===== config.mk =====
export PLATFORM = sky130hd
export DESIGN_NAME = multicycle_seq
export DESIGN_NICKNAME = d
export VERILOG_FILES = /design/src/rtl/multicycle_seq_pkg.sv /design/src/rtl/multicycle_seq_timeout.sv /design/src/rtl/multicycle_seq.sv
export SDC_FILE = /design/constraint.sdc
export NUM_CORES = 1
export LEC_CHECK = 0
export CAP_MARGIN = 5
export CORE_MARGIN = 5
export CORE_UTILIZATION = 27
export CTS_BUF_LIST = sky130_fd_sc_hd__clkbuf_8 sky130_fd_sc_hd__clkbuf_16
export DETAILED_ROUTE_END_ITERATION = 8
export PLACE_DENSITY = 0.56
export SLEW_MARGIN = 20
export SYNTH_ARGS = -nofsm -noshare
export SYNTH_HDL_FRONTEND = slang
export SYNTH_HIERARCHICAL = 1
export SYNTH_SLANG_ARGS = --single-unit

===== constraint.sdc =====
create_clock -name I_clk -period 5.3 [get_ports I_clk]
set_clock_uncertainty 0.15 [all_clocks]
set_input_delay 1.06 -clock I_clk [delete_from_list [all_inputs] [get_ports I_clk]]
set_output_delay 1.06 -clock I_clk [all_outputs]
set_load 0.03 [all_outputs]

===== src/rtl/multicycle_seq_pkg.sv =====
// Shared types and PC-unit opcodes for the multi-cycle instruction sequencer.
package multicycle_seq_pkg;

  typedef enum logic [3:0] {
    S_RST,
    S_IDLE,
    S_FETCH,
    S_DECODE,
    S_RGRD,
    S_ALU,
    S_MEM,
    S_RGWR,
    S_UPDATE,
    S_HALT,
    S_ERR
  } state_e;

  localparam logic [1:0] PCOP_RST  = 2'b11;
  localparam logic [1:0] PCOP_BR   = 2'b10;
  localparam logic [1:0] PCOP_INC  = 2'b01;
  localparam logic [1:0] PCOP_HOLD = 2'b00;

endpackage


===== src/rtl/multicycle_seq_timeout.sv =====
// Handshake wait counter: cleared on entry to a wait state, expires on the
// TIMEOUT-th waiting cycle that still has no ack.
module seq_timeout #(
  parameter int TIMEOUT = 64,
  parameter int TMO_W   = 8
) (
  input  logic I_clk,
  input  logic I_reset,
  input  logic clr,
  input  logic en,
  output logic expired
);

  logic [TMO_W-1:0] cnt_q, cnt_d;

  always_comb begin
    cnt_d = cnt_q;
    if (clr) begin
      cnt_d = '0;
    end else if (en) begin
      cnt_d = cnt_q + TMO_W'(1);
    end
  end

  assign expired = en && (cnt_q == TMO_W'(TIMEOUT - 1));

  always_ff @(posedge I_clk or posedge I_reset) begin
    if (I_reset) begin
      cnt_q <= '0;
    end else begin
      cnt_q <= cnt_d;
    end
  end

endmodule


===== src/rtl/multicycle_seq.sv =====
// Multi-cycle instruction sequencer for the 16-bit core: one-hot stage enables,
// req/ack waits with timeout, PC-unit opcode, retire counter and halt/run control.
//   state  | meaning
//   RST    | PC reset, one cycle after reset release
//   IDLE   | waiting for run
//   FETCH  | instruction memory request, waiting for ack
//   DECODE | latch memreq/regwe from decoder
//   RGRD   | register read
//   ALU    | execute, latch branch flag
//   MEM    | data memory request, waiting for ack
//   RGWR   | register writeback
//   UPDATE | PC update and retire
//   HALT   | stopped between instructions
//   ERR    | handshake timeout, left only by reset
module multicycle_seq
  import multicycle_seq_pkg::*;
#(
  parameter int TIMEOUT = 64,
  parameter int TMO_W   = 8,
  parameter int CNT_W   = 32
) (
  input  logic             I_clk,
  input  logic             I_reset,
  input  logic             I_run,
  input  logic             I_halt,
  input  logic             I_fetch_ack,
  input  logic             I_mem_ack,
  input  logic             I_memreq,
  input  logic             I_regwe,
  input  logic             I_shldbranch,
  output logic             o_enfetch,
  output logic             o_endec,
  output logic             o_enrgrd,
  output logic             o_enalu,
  output logic             o_enmem,
  output logic             o_enrgwr,
  output logic             o_fetch_req,
  output logic             o_mem_req,
  output logic [1:0]       o_pcop,
  output logic             o_busy,
  output logic             o_err,
  output logic [CNT_W-1:0] o_retired
);

  state_e           state_q, state_d;
  logic             memreq_q, memreq_d;
  logic             regwe_q, regwe_d;
  logic             br_q, br_d;
  logic [CNT_W-1:0] retired_q, retired_d;
  logic             tmo_clr, tmo_en, tmo_expired;

  assign tmo_en = ((state_q == S_FETCH) && !I_fetch_ack) ||
                  ((state_q == S_MEM) && !I_mem_ack);
  assign tmo_clr = (state_d != state_q) &&
                   ((state_d == S_FETCH) || (state_d == S_MEM));

  seq_timeout #(
    .TIMEOUT(TIMEOUT),
    .TMO_W  (TMO_W)
  ) u_timeout (
    .I_clk  (I_clk),
    .I_reset(I_reset),
    .clr    (tmo_clr),
    .en     (tmo_en),
    .expired(tmo_expired)
  );

  always_comb begin
    state_d   = state_q;
    memreq_d  = memreq_q;
    regwe_d   = regwe_q;
    br_d      = br_q;
    retired_d = retired_q;
    unique case (state_q)
      S_RST:    state_d = S_IDLE;
      S_IDLE:   if (I_run) state_d = S_FETCH;
      S_FETCH: begin
        // an ack on the final allowed cycle beats the timeout
        if (I_fetch_ack)      state_d = S_DECODE;
        else if (tmo_expired) state_d = S_ERR;
      end
      S_DECODE: begin
        memreq_d = I_memreq;
        regwe_d  = I_regwe;
        state_d  = S_RGRD;
      end
      S_RGRD:   state_d = S_ALU;
      S_ALU: begin
        br_d = I_shldbranch;
        if (memreq_q)     state_d = S_MEM;
        else if (regwe_q) state_d = S_RGWR;
        else              state_d = S_UPDATE;
      end
      S_MEM: begin
        if (I_mem_ack)        state_d = regwe_q ? S_RGWR : S_UPDATE;
        else if (tmo_expired) state_d = S_ERR;
      end
      S_RGWR:   state_d = S_UPDATE;
      S_UPDATE: begin
        retired_d = retired_q + CNT_W'(1);
        state_d   = I_halt ? S_HALT : S_FETCH;
      end
      S_HALT:   if (I_run && !I_halt) state_d = S_FETCH;
      S_ERR:    state_d = S_ERR;
      default:  state_d = S_ERR;
    endcase
  end

  always_comb begin
    o_enfetch   = 1'b0;
    o_endec     = 1'b0;
    o_enrgrd    = 1'b0;
    o_enalu     = 1'b0;
    o_enmem     = 1'b0;
    o_enrgwr    = 1'b0;
    o_fetch_req = 1'b0;
    o_mem_req   = 1'b0;
    o_pcop      = PCOP_HOLD;
    o_busy      = 1'b0;
    o_err       = 1'b0;
    unique case (state_q)
      S_RST:    o_pcop = PCOP_RST;
      S_FETCH:  begin o_enfetch = 1'b1; o_fetch_req = 1'b1; o_busy = 1'b1; end
      S_DECODE: begin o_endec = 1'b1; o_busy = 1'b1; end
      S_RGRD:   begin o_enrgrd = 1'b1; o_busy = 1'b1; end
      S_ALU:    begin o_enalu = 1'b1; o_busy = 1'b1; end
      S_MEM:    begin o_enmem = 1'b1; o_mem_req = 1'b1; o_busy = 1'b1; end
      S_RGWR:   begin o_enrgwr = 1'b1; o_busy = 1'b1; end
      S_UPDATE: begin o_pcop = br_q ? PCOP_BR : PCOP_INC; o_busy = 1'b1; end
      S_ERR:    o_err = 1'b1;
      default:  o_pcop = PCOP_HOLD;
    endcase
  end

  assign o_retired = retired_q;

  always_ff @(posedge I_clk or posedge I_reset) begin
    if (I_reset) begin
      state_q   <= S_RST;
      memreq_q  <= 1'b0;
      regwe_q   <= 1'b0;
      br_q      <= 1'b0;
      retired_q <= '0;
    end else begin
      state_q   <= state_d;
      memreq_q  <= memreq_d;
      regwe_q   <= regwe_d;
      br_q      <= br_d;
      retired_q <= retired_d;
    end
  end

endmodule


After elaboration in Yosys (flattened, before gate mapping)
Cells that the tools add are included.
Widths: inputs -> output; s select.
Word-level totals
  output and inout port bits: 44
  bits in registers: 47
  logic and storage cells: 56
Operators by class
  equality and inequality tests: 14
  reductions and logical operators: 13
  $add $sub $neg: 2
  muxes and demuxes: 21
Operator list (number)
  $pmux 4 s10: 1
  $add 32x1->32 const B: 1
  $mux 4: 8
  $eq 4x3->1 const B: 5
  $mux 8: 2
  $eq 4x2->1 const B: 3
  $eq 4x4->1 const B: 3
  $add 8x1->8 const B: 1
  $eq 8x6->1 const B: 1
  $mux 1: 8
  $reduce_or 7->1: 1
  $logic_and 1x1->1: 5
  $eq 4x1->1 const B: 1
  $logic_not 4->1: 1
  $ne 4x4->1: 1
  $pmux 2 s2: 1
  $logic_not 1->1: 3
  $logic_or 1x1->1: 2
  $mux 2: 1
  $reduce_bool 2->1: 1

Longest topological paths before layout
Gate-level depths: netlist of the first run.
  depth after elaboration: 11
  gate-level depth with buffers: 14
  depth with buffers taken out: 11

Hierarchy
Netlist of the first run, hierarchy kept.
Modules (own cells, without submodules)
  multicycle_seq: area each 2059.5 um2, cells an instance 209, sequential area each 975.9 um2, instances 1
  seq_timeout: area each 401.6 um2, cells an instance 39, sequential area each 200.2 um2, instances 1

Worst setup path before layout of the first run
No wires, ideal clock.
  path type: input -> register
  from: input I_fetch_ack
  to: register u_timeout.cnt_q[7]
  slack: 1.281 ns
  cell stages on the path: 13
  buffers on the path: 2
  data arrival time: 3.791 ns
  cells stage by stage: and2b_1 -> a2111oi_0 -> buf_2 -> nand4_1 -> nor4_1 -> o21ai_0 -> nand2_1 -> a31oi_1 -> nor4b_1 -> clkbuf_4 -> o211ai_4 -> or4_1 -> a21oi_1
Between the ends
  word-level cells in the longest chain between the ends: 11
  elaborated cells between the ends (all ways): 15
RTL lines
  start: declaration: line multicycle_seq.sv:26  | input logic I_fetch_ack,
  $logic_not 1->1 *: line multicycle_seq.sv:52  | assign tmo_en = ((state_q == S_FETCH) && !I_fetch_ack) ||
  $logic_and 1x1->1 *: line multicycle_seq.sv:52
  $logic_or 1x1->1 *: line multicycle_seq.sv:52
  net tmo_en: line multicycle_seq.sv:50  | logic tmo_clr, tmo_en, tmo_expired;
  $logic_and 1x1->1 *: line multicycle_seq_timeout.sv:25  | assign expired = en && (cnt_q == TMO_W'(TIMEOUT - 1));
  net tmo_expired: line multicycle_seq.sv:50
  $mux 4 *: line multicycle_seq.sv:80, multicycle_seq.sv:96
  $mux 4, on equally long branches: line multicycle_seq.sv:95, multicycle_seq.sv:79
  $pmux 4 s10 *: line multicycle_seq.sv:74  | unique case (state_q)
  $eq 4x2->1 or $eq 4x3->1 (tied branches): line multicycle_seq.sv:55  | ((state_d == S_FETCH) || (state_d == S_MEM));
  $logic_or 1x1->1: line multicycle_seq.sv:55
  $logic_and 1x1->1 *: line multicycle_seq.sv:54  | assign tmo_clr = (state_d != state_q) &&
  net tmo_clr: line multicycle_seq.sv:50
  $mux 8 or $reduce_bool 2->1 (tied branches)
  end signal: assignment: line multicycle_seq_timeout.sv:31  | cnt_q <= cnt_d;
  end: declaration: line multicycle_seq_timeout.sv:14  | logic [TMO_W-1:0] cnt_q, cnt_d;
Mark *: on every way through the listed nets, which the timed path passes. The rest lies on a longest branch.
A chain may end at the register's enable or synchronous reset.

Worst setup path in the final report of the first run
  from: input I_mem_ack
  to: register u_timeout.cnt_q[7]
Between the ends
  word-level cells in the longest chain between the ends: 11
  elaborated cells between the ends (all ways): 15
RTL lines
  start: declaration: line multicycle_seq.sv:27  | input logic I_mem_ack,
  $logic_not 1->1 *: line multicycle_seq.sv:53  | ((state_q == S_MEM) && !I_mem_ack);
  $logic_and 1x1->1 *: line multicycle_seq.sv:53
  $logic_or 1x1->1 *: line multicycle_seq.sv:52
  net tmo_en: line multicycle_seq.sv:50
  $logic_and 1x1->1 *: line multicycle_seq_timeout.sv:25
  net tmo_expired: line multicycle_seq.sv:50
  $mux 4 *: line multicycle_seq.sv:80, multicycle_seq.sv:96
  $mux 4, on equally long branches: line multicycle_seq.sv:95, multicycle_seq.sv:79
  $pmux 4 s10 *: line multicycle_seq.sv:74
  $eq 4x2->1 or $eq 4x3->1 (tied branches): line multicycle_seq.sv:55
  $logic_or 1x1->1: line multicycle_seq.sv:55
  $logic_and 1x1->1 *: line multicycle_seq.sv:54
  net tmo_clr: line multicycle_seq.sv:50
  $mux 8 or $reduce_bool 2->1 (tied branches)
Marks and branches as above.

==> results of run 1 <==
==> metal layers <==
metal	vias to the layer above	GRT usage (%)
met5	-	0
met4	0	2.81
met3	5	2.75
met2	43	16.4
met1	965	13.5
li1	979	-
==> sequential cells by signal (all words and copies together) (netlist names) <==
| signal | cells |
|---|---|
| state_q | 4 |
| o_retired | 32 |
| u_timeout/cnt_q | 8 |
| regwe_q | 1 |
| memreq_q | 1 |
| br_q | 1 |
==> final timing paths <==
path	slack (ns)	depth (start not counted)	endpoint	startpoint
hold reg to reg	0.32	1	o_retired[31]	o_retired[31]
hold / removal	0.32	1	o_retired[31]	o_retired[31]
min in group asynchronous	0.93	2	state_q[0]	I_reset
setup reg to reg	1.42	12	u_timeout/cnt_q[7]	state_q[0]
setup / recovery	0.95	12	u_timeout/cnt_q[7]	I_mem_ack
max in group asynchronous	3.35	3	o_retired[10]	I_reset
==> cell type report <==
cell class / count / area [sq um] / share of cell area [%]
Sequential cell: 47 / 1180 / 37.1
Multi-Input combinational cell: 176 / 1170 / 36.9
Tap cell: 108 / 135 / 4.26
Inverter: 11 / 41.3 / 1.30
Clock inverter: 2 / 16.3 / 0.512
Clock buffer: 6 / 82.6 / 2.60
Timing Repair Buffer: 56 / 551 / 17.3
==> through the flow <==
stage	setup slack, ns	std cells
6_report	0.947	406
5_1_grt	0.660	406
4_1_cts	0.923	406
3_5_place_dp	0.643	398
3_3_place_gp	0.700	398
2_1_floorplan	1.28	248
==> logic make-up (layout without fill, tap and decap cells) <==
group	after synthesis	in the layout	synth area share, %
xor+xnor	35	35	12.5
fa+ha+maj	2	2	1.02
buf+inv	25	75	4.63
flops	47	47	47.8
simple gates	106	106	24.8
compound gates	31	31	8.44
mux	2	2	0.864
==> power breakdown <==
part	leakage, uW	switching, uW	internal [uW]
Sequential	0.000634	0.496	359
Combinational	0.000644	10.0	7.07
Clock	0.0000474	125	107
Total	0.00133	135	472
==> cells in the final DEF (no fill, tap or decap), types with 2 or more instances in the layout <==
cell and count:
clkdlybuf4s50_1 52, dfrtp_1 47, xnor2_1 27, nand2_1 19, nand4_1 18, nand3_1 16
nor2_1 15, inv_1 11, a21oi_1 9, o21ai_0 8, xor2_1 8, nor3_1 6
clkbuf_8 6, and3_1 5, nand2b_1 4, buf_4 4, nor4_1 3, nor4_4 2
and4_1 2, and2_1 2, o31ai_1 2, nor2b_1 2, nor3b_1 2, a31oi_1 2
nor4b_1 2, ha_1 2, or3_1 2
==> results.md, run 1 <==
- Worst hold margin: between 0.3 and 0.4 ns
- DR pass1 iterations: 4
- Post-route clock period utilization: 82.1%
- Slowest stage cell on the critical path: a2111oi_1
- CTS tree: built
- Pwr Density: between 150 and 200 nW/um^2
- CTS max path bufs: 2
- Total vias in the final route: about 2,000
- H-tree levels: 2
- Final nets: between 300 and 400
- # hold bufs at CTS: 0
- Finished Cell Area: between 3000 and 4000 sq um
- WL final: 5.53 mm
- Status: finished, final reports clean
- Hold Crit Class: flip-flop to flip-flop
- Kind of critical path: input port to flip-flop
- CP delay by family, top: simple AND/OR/NAND/NOR gates
- Clock-pin slew on the worst setup and hold paths: 0.09 ns
- Most instantiated cells after synthesis: 47 x dfrtp_1, 27 x xnor2_1, 19 x nand2_1, 18 x nand4_1, 16 x nand3_1
- Die Width: about 110 um
- Setup TNS: 0 ns
- IO Port Bufs: 52
- CTS root buf: clkbuf_8
- # IOs: 53
- Leak: between 0.001 and 0.0015 uW
- GRT Total Usage: between 10% and 20%
- Fin. max-slew vios: 0
- Asr flop ratio synth: between 90% and 100%
- FF+latch count, synth: 47
- Die Span Y: between 100 and 150 um
- Core footprint: around 8800 sq um
- Dpl hpwl: around 4.1 mm
- YS warnings: 6
- Placed cell area: slightly above 3000 sq um
- ANT cells: 0
- Synth Instances: 248
- Clock Sinks: 47
- Via/cell ratio: approximately 5
- Synth top area share: a little under half
- FMAX: around 0.23 GHz
- Endpoints failing setup: 0
- Crit end category: flip-flop
- CP Buf/Inv Count: 2
- Crit-path cells: clkdlybuf4s50_1 > a2111oi_1 > nand4_1 > nor4_1 > o21ai_0 > nand2_1 > a31oi_1 > nor4b_1 > buf_4 > o211ai_4 > or4_1 > a21oi_1
- GPL Wtd Cong: about 0.82
- Final min period: 4.35 ns
- WL met3: between 200 and 300 um
- Site Rows: 34
- Die ar.: 11,100 sq um
- Final Hold Fails: 0
- Initial Util: approximately 28%
- Max-cap viol count: 0
- Synth area leaders: dfrtp_1 48%, xnor2_1 9.6%, nand4_1 4.6%
- GR Overflow Total: 0
- Share of layout cells above drive strength 1: 5.37%
- Cell variety after synth: between 40 and 50
- Largest net degree at the start of global routing: 33
- Per-cell routed wire length: around 14 um
- Worst-margin pin slew: approximately 0.70 ns
- Most instantiated library cell after synthesis: dfrtp_1
- Worst slew margin: 53.1%
- Post-cts gate resize count: 0
- Synth area leader: dfrtp_1
- Critical path fanouts, max: 9
- DRC violations left: 0
- Startpoint Class: input port
- Remaining antenna violation count: 0
- DRT iter0 DRCs: 47
- Sequential share of the synthesized area: between 40% and 50%
- Synthesis-to-layout area growth: 29.0%
- Fillers: 873
- Tot Pwr: roughly 610 uW
- Top routing layer used: met4
- Crit path arrival time: around 4.4 ns
- Worst VDD drop: 98.0 uV
- Number of global-route vias before repair: between 1,500 and 2,000
- Post-CTS Setup Bufs: 0
- Avg Cell Area, Syn: 9.92 sq um
- First-pass GRT wire length: 9.47 mm
- RSZ-0062 raised after global routing: no
- Required @ worst endpoint: about 5.4 ns
- Main synth FF type: dfrtp_1
- Initial antenna violation count: 0
- Syn Nets: roughly 260
- M1 wire length: approximately 2.6 mm
- Inserted Clock Buffers: 5
- Worst-skew pair later-pin latency: around 0.30 ns
- Post-synth EDFFs: 0
- DR WL met2: ~2.6 mm
- Util after Layout: roughly 36%
- Post-Syn Area: 2460 sq um
- Max stage delay on crit path: 0.56 ns
No activity file was read; power rests on OpenSTA's default activity.
==> inputs of run 2 (changes only) <==
==> constraint.sdc (replaced) <==
create_clock -name I_clk -period 4.4 [get_ports I_clk]
set_clock_uncertainty 0.15 [all_clocks]
set_input_delay 0.88 -clock I_clk [delete_from_list [all_inputs] [get_ports I_clk]]
set_output_delay 0.88 -clock I_clk [all_outputs]
set_load 0.03 [all_outputs]
==> results.md, run 2 (synthesis results as in run 1) <==
- Status: finished, final reports clean
- Initial antenna violation count: 0
- Pwr Density: 222 nW/um^2
- Die ar.: 11,100 sq um
- Inserted Clock Buffers: 5
- Worst VDD drop: 123 uV
- Post-cts gate resize count: 0
- Synthesis-to-layout area growth: 29.8%
- RSZ-0062 raised after global routing: no
- Final min period: between 3 and 4 ns
- CTS root buf: clkbuf_8
- Leak: 0.00135 uW
- Hold path depth: 1
- Site Rows: 34
- Most common cell after layout, fill and taps aside: clkdlybuf4s50_1
- Initial Util: approximately 28%
- Placed cell area: ~3100 sq um
- Hold EP: o_retired[31]
- Setup crit start: I_fetch_ack
- GR Overflow Total: 0
- Finished Cell Area: between 3000 and 4000 sq um
- Max reg flops: 32
- Min-delay src: o_retired[31]
- Post-route clock period utilization: 90.2%
- GRT Total Usage: about 11%
- Post-CTS Setup Bufs: 0
- GPL Wtd Cong: 0.751
- CTS tree: built
- Remaining antenna violation count: 0
- DR pass1 iterations: 4
- Largest net degree at the start of global routing: 40
- Core footprint: 8810 sq um
- Required @ worst endpoint: 4.47 ns
- # IOs: 53
- Via/cell ratio: 4.98
- Dpl hpwl: between 4 and 5 mm
- Setup TNS: 0 ns
- Clock Sinks: 47
- Placed cells: slightly above 400
- Number of global-route vias before repair: roughly 2,000
- Fin. max-slew vios: 0
- First-pass GRT wire length: 9.88 mm
- Share of layout cells above drive strength 1: 6.62%
- Worst-margin pin slew: 0.735 ns
- FMAX: between 0.2 and 0.3 GHz
- Final Hold Fails: 0
- ANT cells: 0
- Critical path fanouts, max: 9
- Crit end category: flip-flop
- IO Port Bufs: 52
- DRT iter0 DRCs: 60
- # hold bufs at CTS: 0
- Hold Crit Class: flip-flop to flip-flop
- DRC violations left: 0
- Die Width: 105 um
- Kind of critical path: input port to flip-flop
- Most frequent cells in the layout: 52 x clkdlybuf4s50_1, 47 x dfrtp_1, 27 x xnor2_1
- Total vias in the final route: between 2,000 and 2,500
- CTS max path bufs: 2
- Final nets: 313
- Post-Layout Cell Count: 410
- R2R depth: 13
- Worst-skew pair later-pin latency: 0.29 ns
- Reg2Reg Setup Slack: approximately 0.75 ns
- Clock-pin slew on the worst setup and hold paths: around 0.09 ns
- Endpoints failing setup: 0
- Die Span Y: 105 um
- H-tree levels: 2
- Per-cell routed wire length: between 10 and 15 um
- Max-cap viol count: 0
- Worst reg2reg path endpoint: u_timeout/cnt_q[7]
- Startpoint Class: input port
- WL final: a little under 6 mm
- Crit path arrival time: around 4.0 ns
- R2R Path Start: state_q[0]
- Worst slew margin: about half
==> run 2: cell count changes in the layout (fill, tap and decap cells not counted) <==
cell	delta
clkinv_2	+1
clkinvlp_4	-1
buf_4	+5
clkbuf_8	-1
==> run 2: stage by stage <==
step	utilization [%]	total power, uW	setup WS [ns]	hold slack, ns
finish	36.3	710	0.431	0.321
global route	36.3	747	0.177	0.364
detailed placement	35.4	463	0.0890	0.315
CTS	36.3	727	0.424	0.329
floorplan	-	450	0.561	0.369
global placement	35.4	463	0.200	0.309
==> run 2: critical path: stages <==
cell,delay [ns]
clkdlybuf4s50_1,0.42
and2b_1,0.17
a2111oi_1,0.46
nand4_1,0.18
nor4_1,0.33
o21ai_0,0.17
nand2_1,0.09
a31oi_1,0.08
nor4b_1,0.30
buf_4,0.23
o211ai_4,0.10
or4_1,0.48
a21oi_1,0.16
==> run 2: power by group <==
group          leakage [uW]  switching [uW]  internal, uW
clock network     0.0000440             147           109
logic              0.000668            12.1          9.10
registers          0.000634           0.563           432
==> run 2: cell type report <==
type | count | area, sq um
Sequential cell | 47 | 1180
Clock buffer | 5 | 68.8
Clock inverter | 2 | 13.8
Timing Repair Buffer | 61 | 588
Tap cell | 108 | 135
Multi-Input combinational cell | 176 | 1170
Fill cell | 881 | 5610
Inverter | 11 | 41.3
==> run 2: per-layer routing <==
layer | global-route usage (%) | routed length [um]
met3 | 3.61 | 341
met1 | 13.1 | 2640
met2 | 18.3 | 2770
met4 | 2.25 | 33
met5 | 0 | 0
==> run 2: how the worst max path moves through the flow <==
stage	end	slack (ns)	cells past startpoint
floorplan	u_timeout/cnt_q[7]	0.56	13
global placement	u_timeout/cnt_q[7]	0.20	13
detailed placement	u_timeout/cnt_q[7]	0.09	13
CTS	u_timeout/cnt_q[7]	0.42	13
global route	u_timeout/cnt_q[7]	0.18	13
finish	u_timeout/cnt_q[7]	0.43	13
==> inputs of run 3 (changes only) <==
--- a/config.mk
+++ b/config.mk
@@ -6,7 +6,6 @@
 export NUM_CORES = 1
 export LEC_CHECK = 0
 export CAP_MARGIN = 5
-export CORE_MARGIN = 5
 export CORE_UTILIZATION = 27
 export CTS_BUF_LIST = sky130_fd_sc_hd__clkbuf_8 sky130_fd_sc_hd__clkbuf_16
 export DETAILED_ROUTE_END_ITERATION = 8
==> results.md, run 3 (synthesis results as in run 1) <==
- Final min period: 3.91 ns
- Status: finished, final reports clean
- Worst hold margin: between 0.3 and 0.4 ns
- Switching Power: approximately 160 uW
- GR Layer Usage met3: 2.59%
- Critical path fanouts, max: 9
- FMAX: about 0.26 GHz
- Kind of critical path: input port to flip-flop
- M1 GR Usage: between 10% and 20%
- # hold bufs at CTS: 0
- Final Hold Fails: 0
- Met2 Use GR: between 10% and 20%
- GRT Total Usage: about an eighth
- Place WS: roughly 0.13 ns
- Per-cell routed wire length: between 10 and 15 um
- Max reg flops: 32
- Clk pwr share: between 40% and 50%
- ANT cells: 0
- Final nets: 313
- Fin. max-slew vios: 0
- # IOs: 53
- DRT iter0 DRCs: 34
- Reg power frac: a little under three fifths
- Most frequent cells in the layout: 52 x clkdlybuf4s50_1, 47 x dfrtp_1, 27 x xnor2_1
- RSZ-0062 raised after global routing: no
- Inserted Clock Buffers: 5
- Hold Crit Class: flip-flop to flip-flop
- Max stage delay on crit path: 0.48 ns
- Site Rows: 34
- Internal Pwr Total: 612 uW
- Post-cts gate resize count: 0
- Fillers: approximately 890
- Total vias in the final route: 1,990
- Leak: approximately 0.0014 uW
- Startpoint Class: input port
- Util after Layout: 36.8%
- Worst-margin pin slew: 0.927 ns
- Dpl hpwl: ~3.9 mm
- GPL Wtd Cong: ~0.80
- Setup TNS: 0 ns
- Core footprint: 8760 sq um
- Worst VDD drop: between 150 and 200 uV
- CTS tree: built
- GRT busiest layer: met2
- DR pass1 iterations: 4
- Post-CTS Setup Bufs: 0
- Logic pwr share: 2.7%
- Clock Sinks: 47
- Die Span Y: roughly 100 um
- Pwr Density: around 240 nW/um^2
- GR Overflow Total: 0
- Remaining antenna violation count: 0
- Most common cell after layout, fill and taps aside: clkdlybuf4s50_1
- Synthesis-to-layout area growth: 31.2%
- First-pass GRT wire length: roughly 9.1 mm
- H-tree levels: 2
- Crit end category: flip-flop
- DRC violations left: 0
- Worst slew margin: 38.1%
- Endpoints failing setup: 0
- Initial antenna violation count: 0
- Number of global-route vias before repair: 1,929
- Largest net degree at the start of global routing: 26
- WL final: about 5.3 mm
- Die ar.: around 9500 sq um
- Required @ worst endpoint: around 4.5 ns
- Placed cell area: between 3000 and 4000 sq um
- Worst-skew pair later-pin latency: 0.30 ns
- Share of layout cells above drive strength 1: 6.93%
- CTS root buf: clkbuf_8
- Max-cap viol count: 0
- Switching Share: a little over a fifth
- Via/cell ratio: 4.84
- Clock-pin slew on the worst setup and hold paths: roughly 0.10 ns
- Slowest stage cell on the critical path: or4_1
- Die Width: roughly 97 um
- Final WS setup: roughly 0.5 ns
- Post-route clock period utilization: just under 90%
- Crit path arrival time: 3.98 ns
- Crit-path cells: clkdlybuf4s50_1 > and2b_1 > a2111oi_1 > nand4_1 > nor4_1 > o21ai_0 > nand2_1 > a31oi_1 > nor4b_1 > buf_4 > o211ai_4 > or4_1 > a21oi_1
- Initial Util: between 20 and 30%
- IO Port Bufs: 52
- CTS max path bufs: 2
- Finished Cell Area: roughly 3200 sq um
==> run 3: cell count changes in the layout (fill, tap and decap cells not counted) <==
cell,delta
bufinv_16,+1
clkinv_2,-1
clkinvlp_4,+1
inv_6,+1
clkinv_4,-1
==> run 3: through the flow <==
step / power, uW / instances
after global placement: 463 / 403
after detailed placement: 463 / 403
final: 777 / 411
after global routing: 813 / 411
after floorplan: 450 / 248
after CTS: 792 / 411
==> run 3: cell type report <==
class / instances / area [sq um] / share of cell area [%]
Clock buffer: 5 / 68.8 / 2.13
Tap cell: 108 / 135 / 4.19
Sequential cell: 47 / 1180 / 36.4
Inverter: 11 / 41.3 / 1.28
Timing Repair Buffer: 61 / 588 / 18.2
Multi-Input combinational cell: 176 / 1170 / 36.3
Clock inverter: 3 / 46.3 / 1.43
==> run 3: layer usage <==
layer | wire length (um) | up-vias
met3 | 173 | 5
met5 | 0 | -
met4 | 51 | 0
met2 | 2560 | 34
li1 | - | 977
met1 | 2490 | 974
==> run 3: worst paths after layout <==
| kind | from | to | slack, ns | cells after the start |
|---|---|---|---|---|
| max | I_fetch_ack | u_timeout/cnt_q[7] | 0.49 | 13 |
| min | o_retired[31] | o_retired[31] | 0.33 | 1 |
| max reg2reg | state_q[0] | u_timeout/cnt_q[7] | 0.93 | 12 |
| min reg2reg | o_retired[31] | o_retired[31] | 0.33 | 1 |
| max in group asynchronous | I_reset | memreq_q | 2.36 | 3 |
| min in group asynchronous | I_reset | u_timeout/cnt_q[4] | 0.71 | 2 |
==> run 3: power groups by stage <==
stage | combinational [uW] | clock (uW) | sequential (uW)
2_1_floorplan | 9.06 | 0 | 441
3_3_place_gp | 21.8 | 0 | 441
3_5_place_dp | 21.9 | 0 | 441
4_1_cts | 22.0 | 338 | 433
5_1_grt | 24.3 | 356 | 433
6_report | 20.9 | 324 | 433
==> run 3: worst max-delay path: cells and delay by family <==
family	cells	cell delay, ns
buffers and inverters	2	0.63
AO/OA/AOI/OAI	5	0.95
AND/OR/NAND/NOR	6	1.53
